$ cat config.mk
export PLATFORM = sky130hd
export DESIGN_NAME = seq_operand_tx
export DESIGN_NICKNAME = d
export VERILOG_FILES = /design/src/rtl/seq_operand_tx.sv
export SDC_FILE = /design/constraint.sdc
export NUM_CORES = 1
export LEC_CHECK = 0
export CAP_MARGIN = 25
export CORE_MARGIN = 1
export CORE_UTILIZATION = 50
export DETAILED_ROUTE_END_ITERATION = 10
export GPL_TIMING_DRIVEN = 0
export PLACE_DENSITY = 0.81
export REMOVE_ABC_BUFFERS = 1
export SETUP_SLACK_MARGIN = 0.1
export SKIP_LAST_GASP = 1
export SLEW_MARGIN = 20
export SYNTH_ARGS = -nofsm -noshare
export SYNTH_HDL_FRONTEND = slang
export SYNTH_SLANG_ARGS = --single-unit
$ cat constraint.sdc
create_clock -name clk -period 3.95 [get_ports clk]
set_input_delay 0.395 -clock clk [delete_from_list [all_inputs] [get_ports clk]]
set_output_delay 0.395 -clock clk [all_outputs]
set_load 0.02 [all_outputs]
$ cat src/rtl/seq_operand_tx.sv
// Serialises one captured operand pair, MSB first, to an external bit-serial
// comparator and registers the comparator's one-hot verdict when the pair is done.
module seq_operand_tx #(
  parameter int W = 8
) (
  input  logic         clk,
  input  logic         rst,
  input  logic         start,
  input  logic [W-1:0] a_in,
  input  logic [W-1:0] b_in,
  output logic         ready,
  output logic         cmp_clr,
  output logic         a_bit,
  output logic         b_bit,
  output logic         bit_valid,
  input  logic [2:0]   leg_in,
  output logic [2:0]   result,
  output logic         done
);

  localparam int CW = (W > 1) ? $clog2(W) : 1;

  typedef enum logic [2:0] {
    S_IDLE,
    S_CLEAR,
    S_SHIFT,
    S_WAIT,
    S_DONE
  } state_t;

  state_t        state_q, state_d;
  logic [W-1:0]  a_q, a_d;
  logic [W-1:0]  b_q, b_d;
  logic [CW-1:0] cnt_q, cnt_d;
  logic [2:0]    result_q, result_d;

  always_ff @(posedge clk) begin
    if (rst) begin
      state_q  <= S_IDLE;
      a_q      <= '0;
      b_q      <= '0;
      cnt_q    <= '0;
      result_q <= '0;
    end else begin
      state_q  <= state_d;
      a_q      <= a_d;
      b_q      <= b_d;
      cnt_q    <= cnt_d;
      result_q <= result_d;
    end
  end

  always_comb begin
    state_d  = state_q;
    a_d      = a_q;
    b_d      = b_q;
    cnt_d    = cnt_q;
    result_d = result_q;
    case (state_q)
      S_IDLE: begin
        if (start) begin
          a_d     = a_in;
          b_d     = b_in;
          cnt_d   = '0;
          state_d = S_CLEAR;
        end
      end
      S_CLEAR: state_d = S_SHIFT;
      S_SHIFT: begin
        a_d = {a_q[W-2:0], 1'b0};
        b_d = {b_q[W-2:0], 1'b0};
        // Hold on the last bit so the counter never wraps inside a transfer.
        if (cnt_q == CW'(W - 1)) begin
          state_d = S_WAIT;
        end else begin
          cnt_d = cnt_q + 1'b1;
        end
      end
      S_WAIT: begin
        // A malformed (non one-hot) verdict is recorded as "no verdict".
        result_d = (leg_in inside {3'b001, 3'b010, 3'b100}) ? leg_in : 3'b000;
        state_d  = S_DONE;
      end
      S_DONE:  state_d = S_IDLE;
      default: state_d = S_IDLE;
    endcase
  end

  assign ready     = (state_q == S_IDLE);
  assign cmp_clr   = (state_q == S_CLEAR);
  assign bit_valid = (state_q == S_SHIFT);
  assign a_bit     = bit_valid & a_q[W-1];
  assign b_bit     = bit_valid & b_q[W-1];
  assign done      = (state_q == S_DONE);
  assign result    = result_q;

endmodule
==> impl_metrics.json <==
{
  "post_cts_buffers": 0,
  "setup_viol_count_final": 0,
  "yosysWarnings": 0,
  "die_w_um": 51.3,
  "period_needed_ns": 2.74,
  "finalSetupTns_ns": 0,
  "clk_latency_ns": 0.33,
  "finalNetCount": 187,
  "routabilityCongestion": 0.743,
  "worst_ep_arrival_time_ns": 2.35,
  "grt_pass1_wl_um": 4460,
  "cp-end-kind": "primary output",
  "worst_pin_slew_ns": 0.983,
  "drcViolationCount": 0,
  "cap_violations": 0,
  "slowest_delay_ns": 0.78,
  "drt_iter0_drc": 20,
  "grt_pass1_vias": 1011,
  "tritoncts": "yes",
  "diodes": 0,
  "synth-seq-area-share": 0.411,
  "num_vias": 1100,
  "synth.avg_cell_area_um2": 8.70,
  "syn_inst": 140,
  "power.total_mw": 0.549,
  "rsz0062_at_grt": "false",
  "path_class": "reg2out",
  "drv_slew": 0,
  "ys_seq_elements": 25,
  "io_pins": 31,
  "die_y_um": 51.3,
  "num_rows": 17,
  "p_leak_nw": 0.606,
  "cts_root_buf": "clkbuf_4",
  "cpLargestDelayFamily": "buffers and inverters",
  "grt_antenna_before_repair": 0,
  "htree_num_levels": 1,
  "worstSetupStartpointType": "register",
  "cp_max_fo": 21,
  "portBuffers": 30,
  "drive_gt1_frac": 0.0494,
  "wirelength_um": 2560,
  "relSlewSlack": 0.340,
  "post_drt_wl_per_cell_um": 13.5,
  "cts_max_path_buffers": 2,
  "synthesis.area_um2": 1220,
  "dieArea_um2": 2640,
  "grt_max_degree": 30,
  "cts_buffers": 3,
  "gr-total-overflow": 0,
  "fin_hold_ws_ns": 0.462,
  "cpMaxStageDelayCell": "dfxtp_1",
  "final_hold_viol_count": 0,
  "path_buf_inv": 3,
  "hold_path.class": "reg2reg",
  "finalCritPeriodShare": 0.694,
  "ctsResizeCount": 0,
  "synth_cell_type_count": 28,
  "dr.pass1.iters": 4,
  "track_usage": 0.223,
  "coreArea_um2": 2250,
  "skew_ns": 0.0131,
  "timing.fmax_mhz": 365,
  "start_util": 0.540,
  "numClockSinks": 25,
  "irDropWorstVdd_mv": 0.197,
  "clk_pin_slew_ns": 0.13,
  "syn2layout_area_growth_pct": 27.6,
  "instances_no_fill": 190,
  "viasPerCell": 5.79,
  "ant_nets": 0,
  "dpl.cell_count": 186,
  "cp.required_ns": 3.56,
  "p_per_area_nw_per_um2": 354,
  "status": "finished, final reports clean",
  "path_cells": "buf_16 > inv_1 > nor3_1 > clkdlybuf4s50_1",
  "hold_buffers": 0,
  "hpwl_um": 1710
}
==> synth_stat cells, drive strengths merged <==
| cell type | instances | share of area |
|---|---|---|
| a211oi | 1 | 0.0062 |
| a21oi | 5 | 0.021 |
| a221oi | 14 | 0.10 |
| a22o | 10 | 0.072 |
| a31oi | 1 | 0.0051 |
| buf | 9 | 0.036 |
| clkbuf | 4 | 0.012 |
| dfxtp | 25 | 0.41 |
| ha | 2 | 0.021 |
| inv | 15 | 0.046 |
| mux2i | 2 | 0.016 |
| nand2 | 4 | 0.012 |
| nand2b | 6 | 0.031 |
| nand3 | 1 | 0.0041 |
| nand3b | 1 | 0.016 |
| nand4b | 3 | 0.022 |
| nor2 | 17 | 0.052 |
| nor2b | 1 | 0.0051 |
| nor3 | 4 | 0.016 |
| nor3b | 2 | 0.012 |
| o21ai | 3 | 0.012 |
| o22ai | 2 | 0.010 |
| o2bb2ai | 2 | 0.014 |
| o32ai | 1 | 0.0072 |
| or2 | 1 | 0.0051 |
| or4b | 3 | 0.025 |
| xnor2 | 1 | 0.0072 |
==> sequential cells by signal, indices dropped and copies added, names as in the netlist <==
name and cells:
a_q 8, b_q 8, cnt_q 3, result 3
state_q 3
==> report_power, final <==
| part | total [mW] | internal, mW | leakage, nW | switching [mW] |
|---|---|---|---|---|
| logic | 0.138 | 0.0712 | 0.387 | 0.0670 |
| registers | 0.290 | 0.275 | 0.206 | 0.0150 |
| clock network | 0.121 | 0.0388 | 0.0139 | 0.0822 |
| total | 0.549 | 0.385 | 0.606 | 0.164 |
==> area by class of cell <==
type                    instances  area (µm²)
well taps                      28        35.0
fillers                       196         701
clock inverters                 1        7.51
multi-input cells              87         604
flip-flops and latches         25         500
clock buffers                   3        22.5
inverters                      15        56.3
repair buffers                 31         328
==> worst register-to-register path: cells and delay by family, from the launching register on <==
kind / cells / cell delay [ns]
AO/OA/AOI/OAI: 2 / 1.00
AND/OR/NAND/NOR: 1 / 0.64
flip-flops: 1 / 0.42
==> cells in the final DEF, fill, tap and decap left out <==
| master | count |
|---|---|
| a221oi_1 | 14 |
| a21oi_1 | 5 |
| dfxtp_1 | 25 |
| o32ai_1 | 1 |
| buf_16 | 1 |
| nor2b_1 | 1 |
| a211oi_1 | 1 |
| nand3_1 | 1 |
| ha_1 | 2 |
| o21ai_1 | 1 |
| o22ai_1 | 2 |
| nand3b_4 | 1 |
| o21ai_0 | 2 |
| clkinvlp_4 | 1 |
| nor2_1 | 16 |
| inv_1 | 15 |
| clkbuf_4 | 3 |
| o2bb2ai_1 | 2 |
| or2_2 | 1 |
| nor2_2 | 1 |
| a22o_1 | 10 |
| xnor2_1 | 1 |
| nand4b_1 | 3 |
| or4b_1 | 3 |
| nand2b_1 | 6 |
| clkdlybuf4s50_1 | 30 |
| a31oi_1 | 1 |
| mux2i_1 | 2 |
| nand2_1 | 4 |
| nor3_1 | 4 |
| nor3b_1 | 2 |
==> cells by family (layout without fill, tap and decap cells) <==
kind of cell,count (synthesis),in the layout,synth area share
mux,2,2,0.0164
xor+xnor,1,1,0.00720
fa+ha+maj,2,2,0.0206
compound gates,39,39,0.249
simple gates,43,43,0.201
buf+inv,28,50,0.0945
flops,25,25,0.411
==> worst paths after layout <==
path | start | to | slack (ns) | cells after the start
max | state_q[1] | b_bit | 1.21 | 4
min | result[2] | result[2] | 0.46 | 2
max reg2reg | state_q[0] | b_q[1] | 1.77 | 3
min reg2reg | result[2] | result[2] | 0.46 | 2
==> metal layers <==
metal,part of all wire,global-route usage,up-vias
li1,-,-,554
met1,0.47,0.288,507
met2,0.46,0.373,35
met3,0.058,0.0357,4
met4,0.011,0.0811,0
met5,0,0,-
==> stage by stage <==
stage                      util  instance area, µm²  setup WS (ns)
final                     0.689                1550           1.21
after global routing      0.689                1550           1.11
after CTS                 0.689                1550           1.21
after detailed placement  0.676                1520           1.48
after global placement    0.663                1490           1.09
after floorplan               -                1160           1.83
Power figures use the tool's default switching activity.
